<file path="src/rtl/led_sequencer_if.sv">
// Bus interface for led_sequencer: the step strobe and raw button go in,
// the LED drive and current mode come out.
interface led_sequencer_if;
  logic       tick;
  logic       mode_btn;
  logic [4:0] led;
  logic [1:0] mode;

  // Stimulus side: drives the strobe and button, observes the outputs.
  modport master (
    output tick,
    output mode_btn,
    input  led,
    input  mode
  );

  // Sequencer side: consumes the strobe and button, drives the outputs.
  modport slave (
    input  tick,
    input  mode_btn,
    output led,
    output mode
  );
endinterface

</file>
<file path="src/rtl/led_sequencer.sv">
// led_sequencer: 5-LED pattern generator.
// A debounced pushbutton cycles through four patterns (bounce, chase, count,
// blink), and an external tick strobe steps the active pattern.
// Optional feature macro: LED_SEQ_DIM_EN adds PWM dimming of the LED drive
// using a free-running 4-bit frame counter and PWM_DUTY on-slots per frame.
module led_sequencer #(
  parameter int unsigned DEBOUNCE_CYCLES = 20800,
  parameter logic [3:0]  PWM_DUTY        = 4'd8
) (
  input logic            clk,
  input logic            rst,
  led_sequencer_if.slave bus
);

  typedef enum logic [1:0] {
    MODE_BOUNCE = 2'd0,
    MODE_CHASE  = 2'd1,
    MODE_COUNT  = 2'd2,
    MODE_BLINK  = 2'd3
  } mode_e;

  localparam int unsigned    CNT_W   = $clog2(DEBOUNCE_CYCLES + 1);
  localparam logic [CNT_W-1:0] DB_LAST = CNT_W'(DEBOUNCE_CYCLES - 1);

  logic             btn_meta;
  logic             btn_sync;
  logic             db_level;
  logic [CNT_W-1:0] db_cnt;
  logic             db_accept;
  logic             advance;

  mode_e            mode_q;
  mode_e            mode_next;

  logic [4:0]       pattern_q;
  logic [4:0]       pattern_next;
  logic             dir_up_q;
  logic             dir_up_next;

  // Starting pattern shown whenever a mode is entered.
  function automatic logic [4:0] init_pattern(input mode_e m);
    logic [4:0] p;
    case (m)
      MODE_BOUNCE: p = 5'b00001;
      MODE_CHASE:  p = 5'b00001;
      MODE_COUNT:  p = 5'b00000;
      default:     p = 5'b11111;
    endcase
    return p;
  endfunction

  // Two-flop synchronizer for the asynchronous button.
  always_ff @(posedge clk) begin
    if (rst) begin
      btn_meta <= 1'b0;
      btn_sync <= 1'b0;
    end else begin
      btn_meta <= bus.mode_btn;
      btn_sync <= btn_meta;
    end
  end

  // A level change is accepted on the last of DEBOUNCE_CYCLES consecutive
  // differing samples; only an accepted rising level advances the mode.
  assign db_accept = (btn_sync != db_level) && (db_cnt == DB_LAST);
  assign advance   = db_accept && btn_sync;

  // Debouncer: count consecutive differing samples, any match restarts.
  always_ff @(posedge clk) begin
    if (rst) begin
      db_level <= 1'b0;
      db_cnt   <= '0;
    end else if (btn_sync == db_level) begin
      db_cnt <= '0;
    end else if (db_accept) begin
      db_level <= btn_sync;
      db_cnt   <= '0;
    end else begin
      db_cnt <= db_cnt + CNT_W'(1);
    end
  end

  // Mode state register.
  always_ff @(posedge clk) begin
    if (rst) begin
      mode_q <= MODE_BOUNCE;
    end else begin
      mode_q <= mode_next;
    end
  end

  // Next mode: step forward on each accepted press, wrapping 3 -> 0.
  always_comb begin
    mode_next = mode_q;
    if (advance) begin
      mode_next = mode_e'(mode_q + 2'd1);
    end
  end

  // Pattern update: a mode change reloads the pattern and swallows any
  // coincident tick; otherwise a tick steps the current pattern once.
  always_comb begin
    pattern_next = pattern_q;
    dir_up_next  = dir_up_q;
    if (advance) begin
      pattern_next = init_pattern(mode_next);
      dir_up_next  = 1'b1;
    end else if (bus.tick) begin
      case (mode_q)
        MODE_BOUNCE: begin
          if (dir_up_q) begin
            if (pattern_q[3]) begin
              pattern_next = 5'b10000;
              dir_up_next  = 1'b0;
            end else begin
              pattern_next = {pattern_q[3:0], 1'b0};
            end
          end else begin
            if (pattern_q[1]) begin
              pattern_next = 5'b00001;
              dir_up_next  = 1'b1;
            end else begin
              pattern_next = {1'b0, pattern_q[4:1]};
            end
          end
        end
        MODE_CHASE:  pattern_next = {pattern_q[3:0], pattern_q[4]};
        MODE_COUNT:  pattern_next = pattern_q + 5'd1;
        default:     pattern_next = ~pattern_q;
      endcase
    end
  end

  // Pattern and bounce-direction registers.
  always_ff @(posedge clk) begin
    if (rst) begin
      pattern_q <= 5'b00001;
      dir_up_q  <= 1'b1;
    end else begin
      pattern_q <= pattern_next;
      dir_up_q  <= dir_up_next;
    end
  end

`ifdef LED_SEQ_DIM_EN
  logic [3:0] pwm_cnt;
  logic       pwm_on;

  // Free-running PWM frame counter, 16 slots per frame.
  always_ff @(posedge clk) begin
    if (rst) begin
      pwm_cnt <= 4'd0;
    end else begin
      pwm_cnt <= pwm_cnt + 4'd1;
    end
  end

  assign pwm_on = (pwm_cnt < PWM_DUTY);

  // Outputs: pattern gated by the PWM on-window, plus the current mode.
  always_comb begin
    bus.led  = pattern_q & {5{pwm_on}};
    bus.mode = mode_q;
  end
`else
  // PWM_DUTY has no effect without dimming; fold it into a sink so the
  // parameter stays referenced.
  logic unused_pwm_duty;
  assign unused_pwm_duty = ^PWM_DUTY;

  // Outputs: pattern register drives the LEDs directly, plus the mode.
  always_comb begin
    bus.led  = pattern_q;
    bus.mode = mode_q;
  end
`endif

endmodule
</file>
<file path="src/flat_wrapper.sv">
// flat-port wrapper written by rule: the top's interface ports become plain ports
module led_sequencer_flat 
#(
  parameter int unsigned DEBOUNCE_CYCLES = 20800,
  parameter logic [3:0]  PWM_DUTY        = 4'd8
)
  (clk, rst, bus_tick, bus_mode_btn, bus_led, bus_mode);
  led_sequencer_if bus_i ();
  input logic clk;
  input logic rst;
  input wire logic [$bits(bus_i.tick)-1:0] bus_tick;
  input wire logic [$bits(bus_i.mode_btn)-1:0] bus_mode_btn;
  output wire logic [$bits(bus_i.led)-1:0] bus_led;
  output wire logic [$bits(bus_i.mode)-1:0] bus_mode;
  assign bus_i.tick = bus_tick;
  assign bus_i.mode_btn = bus_mode_btn;
  assign bus_led = bus_i.led;
  assign bus_mode = bus_i.mode;
  led_sequencer #(.DEBOUNCE_CYCLES(DEBOUNCE_CYCLES), .PWM_DUTY(PWM_DUTY)) u_core (.clk(clk), .rst(rst), .bus(bus_i));
endmodule
</file>
<file path="config.mk">
export PLATFORM = sky130hd
export DESIGN_NAME = led_sequencer_flat
export DESIGN_NICKNAME = d
export VERILOG_FILES = /design/src/rtl/led_sequencer_if.sv /design/src/rtl/led_sequencer.sv /design/src/flat_wrapper.sv
export SDC_FILE = /design/constraint.sdc
export NUM_CORES = 1
export LEC_CHECK = 0
export CAP_MARGIN = 20
export CELL_PAD_IN_SITES_DETAIL_PLACEMENT = 1
export CELL_PAD_IN_SITES_GLOBAL_PLACEMENT = 1
export CORE_MARGIN = 2
export CORE_UTILIZATION = 44
export CTS_CLUSTER_DIAMETER = 80
export DETAILED_ROUTE_END_ITERATION = 16
export PLACE_DENSITY_LB_ADDON = 0.05
export RECOVER_POWER = 100
export SLEW_MARGIN = 20
export SYNTH_ARGS = -nofsm -noshare
export SYNTH_HDL_FRONTEND = slang
export SYNTH_SLANG_ARGS = --single-unit
</file>
<file path="constraint.sdc">
create_clock -name clk -period 1.85 [get_ports clk]
set_clock_uncertainty 0.05 [all_clocks]
set_input_delay 0.37 -clock clk [delete_from_list [all_inputs] [get_ports clk]]
set_output_delay 0.37 -clock clk [all_outputs]
set_load 0.02 [all_outputs]
</file>
==> results.sh <==
export IMPL_status="complete, no violations"
export IMPL_hpwl_um=2640
export IMPL_cp_slowest_stage_delay_ns=0.61
export IMPL_clk_latency_ns=0.33
export IMPL_drive_above_1_share=0.140
export IMPL_syn_avg_cell_area_um2=8.77
export IMPL_clock_sinks=26
export IMPL_num_rows=21
export IMPL_rsz0062_at_grt="no"
export IMPL_p_leak_nw=0.613
export IMPL_ys_flop_type="dfxtp_1"
export IMPL_holdPathStages=1
export IMPL_num_vias=1281
export IMPL_grt_pass1_wl_um=5610
export IMPL_detail_route_antenna_nets=0
export IMPL_crit_family="buffers and inverters"
export IMPL_cts_tree="done"
export IMPL_grt_ovfl_total=0
export IMPL_path_buf_inv=1
export IMPL_worst_slew_pin_slew_ns=0.391
export IMPL_drt_wl_total_um=3490
export IMPL_grt_max_degree=15
export IMPL_ctsRootBufferMaster="clkbuf_4"
export IMPL_post_synth_top_area_cell="dfxtp_1"
export IMPL_globalplace_congestion=0.860
export IMPL_ir_drop_mv=0.412
export IMPL_p_per_area_mw_per_mm2=562
export IMPL_holdWs_ns=0.410
export IMPL_io_buffers=10
export IMPL_htreeDepth=1
export IMPL_yosys_area_top_type_share=0.351
export IMPL_setup_violations_final=0
export IMPL_start_kind="flop"
export IMPL_die_x_um=62.1
export IMPL_async_flop_share=0
export IMPL_report_final_slew_viol_count=0
export IMPL_synth_edf_count=0
export IMPL_synth_nets=179
export IMPL_core_area_mm2=0.00328
export IMPL_critPathRequiredTime_ns=1.43
export IMPL_cap_violations=0
export IMPL_hold_class="flop to flop"
export IMPL_synthTopCellsByCount="dfxtp_1, nor2_1, xnor2_1, nand2_1, nand3_1"
export IMPL_critPathMaxFanout=5
export IMPL_period_share=0.943
export IMPL_die_area_mm2=0.00385
export IMPL_synthTopCellsByArea="dfxtp_1, xnor2_1, nor2_1"
export IMPL_cp_slowest_cell="clkdlybuf4s50_1"
export IMPL_wl_per_cell_um=15.0
export IMPL_path_class="flop to output pin"
export IMPL_cp_cell_sequence="clkdlybuf4s50_1"
export IMPL_numCtsBuffers=3
export IMPL_arrival_ns=1.32
export IMPL_cts_hold_fix_buffers=0
export IMPL_synth_cell_types=48
export IMPL_clk_pin_slew_ns=0.14
export IMPL_fmax_ghz=0.573
export IMPL_r2r_cells=6
export IMPL_hold_viol=0
export IMPL_endpoint_kind="output pin"
export IMPL_grt_pass1_vias=1251
export IMPL_track_usage=0.197
export IMPL_diodes=0
export IMPL_yosysSeqAreaShare=0.351
export IMPL_drc=0
export IMPL_ys_warn_count=0
export IMPL_synthesis_area_mm2=0.00148
export IMPL_antenna_found_initial=0
export IMPL_ys_ff_latch=26
export IMPL_nets=197
export IMPL_period_minus_slack_ns=1.74
export IMPL_relSlewSlack=0.739
export IMPL_ios=11
export IMPL_synthToLayoutAreaGrowth_pct=14.6
export IMPL_yosysMostFrequentCell="dfxtp_1"
export IMPL_drt_iter0_drc=63
export IMPL_start_util=0.451
export IMPL_drtPass1Iterations=4
export IMPL_cts_buffer_depth=2
export IMPL_utilization=0.517
export IMPL_synthCells=169
export IMPL_vias_per_cell=5.52
export IMPL_cp_depth=1
export IMPL_die_height_um=62.1
==> worst paths after layout <==
kind / start / end / slack [ns]
worst max-delay path: u_core.bus.mode[1] / bus_mode[1] / 0.11
worst min-delay path: u_core.btn_meta / u_core.btn_sync / 0.41
worst max register to register: u_core.bus.mode[0] / u_core.bus.led[4] / 0.11
worst min register to register: u_core.btn_meta / u_core.btn_sync / 0.41
==> power breakdown <==
group / leakage [nW] / internal [mW] / switching [mW]
registers: 0.212 / 0.569 / 0.0132
logic: 0.380 / 0.0380 / 0.0401
clock network: 0.0210 / 0.121 / 0.175
==> registers in the layout (all words and copies together), names as in the netlist <==
signal and count:
u_core.dir_up_q 1, u_core.btn_sync 1, u_core.btn_meta 1, u_core.bus.mode 2, u_core.db_cnt 15, u_core.bus.led 5
u_core.db_level 1
==> cell usage in the layout (no fill, tap or decap), types with 3 or more instances in the layout <==
cell	synthesis	routed
dfxtp_1	26	23
nor2_1	21	21
xnor2_1	10	10
nand2_1	9	9
nand3_1	8	8
o21ai_0	7	7
buf_4	1	7
ha_1	6	6
inv_1	5	5
nor3_1	5	5
dlygate4sd2_1	0	5
nand2b_1	4	4
a21oi_1	4	4
nand4_1	4	4
xor2_1	4	4
a31oi_1	4	4
nand3b_1	4	4
clkbuf_4	0	4
nor2b_1	3	3
mux2i_1	3	3
a21o_1	3	3
clkdlybuf4s50_1	0	3
dfxtp_2	0	3
==> cell families after synthesis <==
family	after synthesis	synth area share
AO/OA/AOI/OAI	30	0.140
XOR/XNOR	14	0.0827
adder cells (fa/ha/maj)	6	0.0506
buffers and inverters	12	0.0414
flip-flops	26	0.351
multiplexers	3	0.0203
AND/OR/NAND/NOR	78	0.314
==> stage by stage <==
| stage | TNS [ns] | total power [mW] | instances | instance area (um2) | setup WS [ns] |
|---|---|---|---|---|---|
| after floorplan | 0 | 0.640 | 169 | 1480 | 0.0701 |
| after global placement | 0 | 0.673 | 227 | 1670 | 0.0564 |
| after detailed placement | -0.0127 | 0.678 | 227 | 1670 | -0.0127 |
| after CTS | 0 | 0.976 | 231 | 1700 | 0.0224 |
| after global routing | 0 | 1.00 | 232 | 1700 | 0.000516 |
| final | 0 | 0.955 | 232 | 1700 | 0.106 |
==> metal layers <==
metal  up-vias  track usage  wire length (um)
met2        13        0.363              1880
li1        644            -                 -
met1       618        0.232              1500
met3         6       0.0207                74
met5         -            0                 0
met4         0       0.0729                42
==> final cells by class <==
cell class / instances / area [um2]
fillers: 404 / 1590
multi-input cells: 131 / 906
flip-flops and latches: 26 / 524
repair buffers: 20 / 156
well taps: 46 / 57.6
clock buffers: 4 / 36.3
inverters: 5 / 18.8
==> what timing repair did <==
action	CTS	global route
gates resized for setup	7	4
pin swaps	0	1
setup buffers	0	1
setup endpoints to repair	6	8
Note: power is estimated with default switching activity, not from simulation.
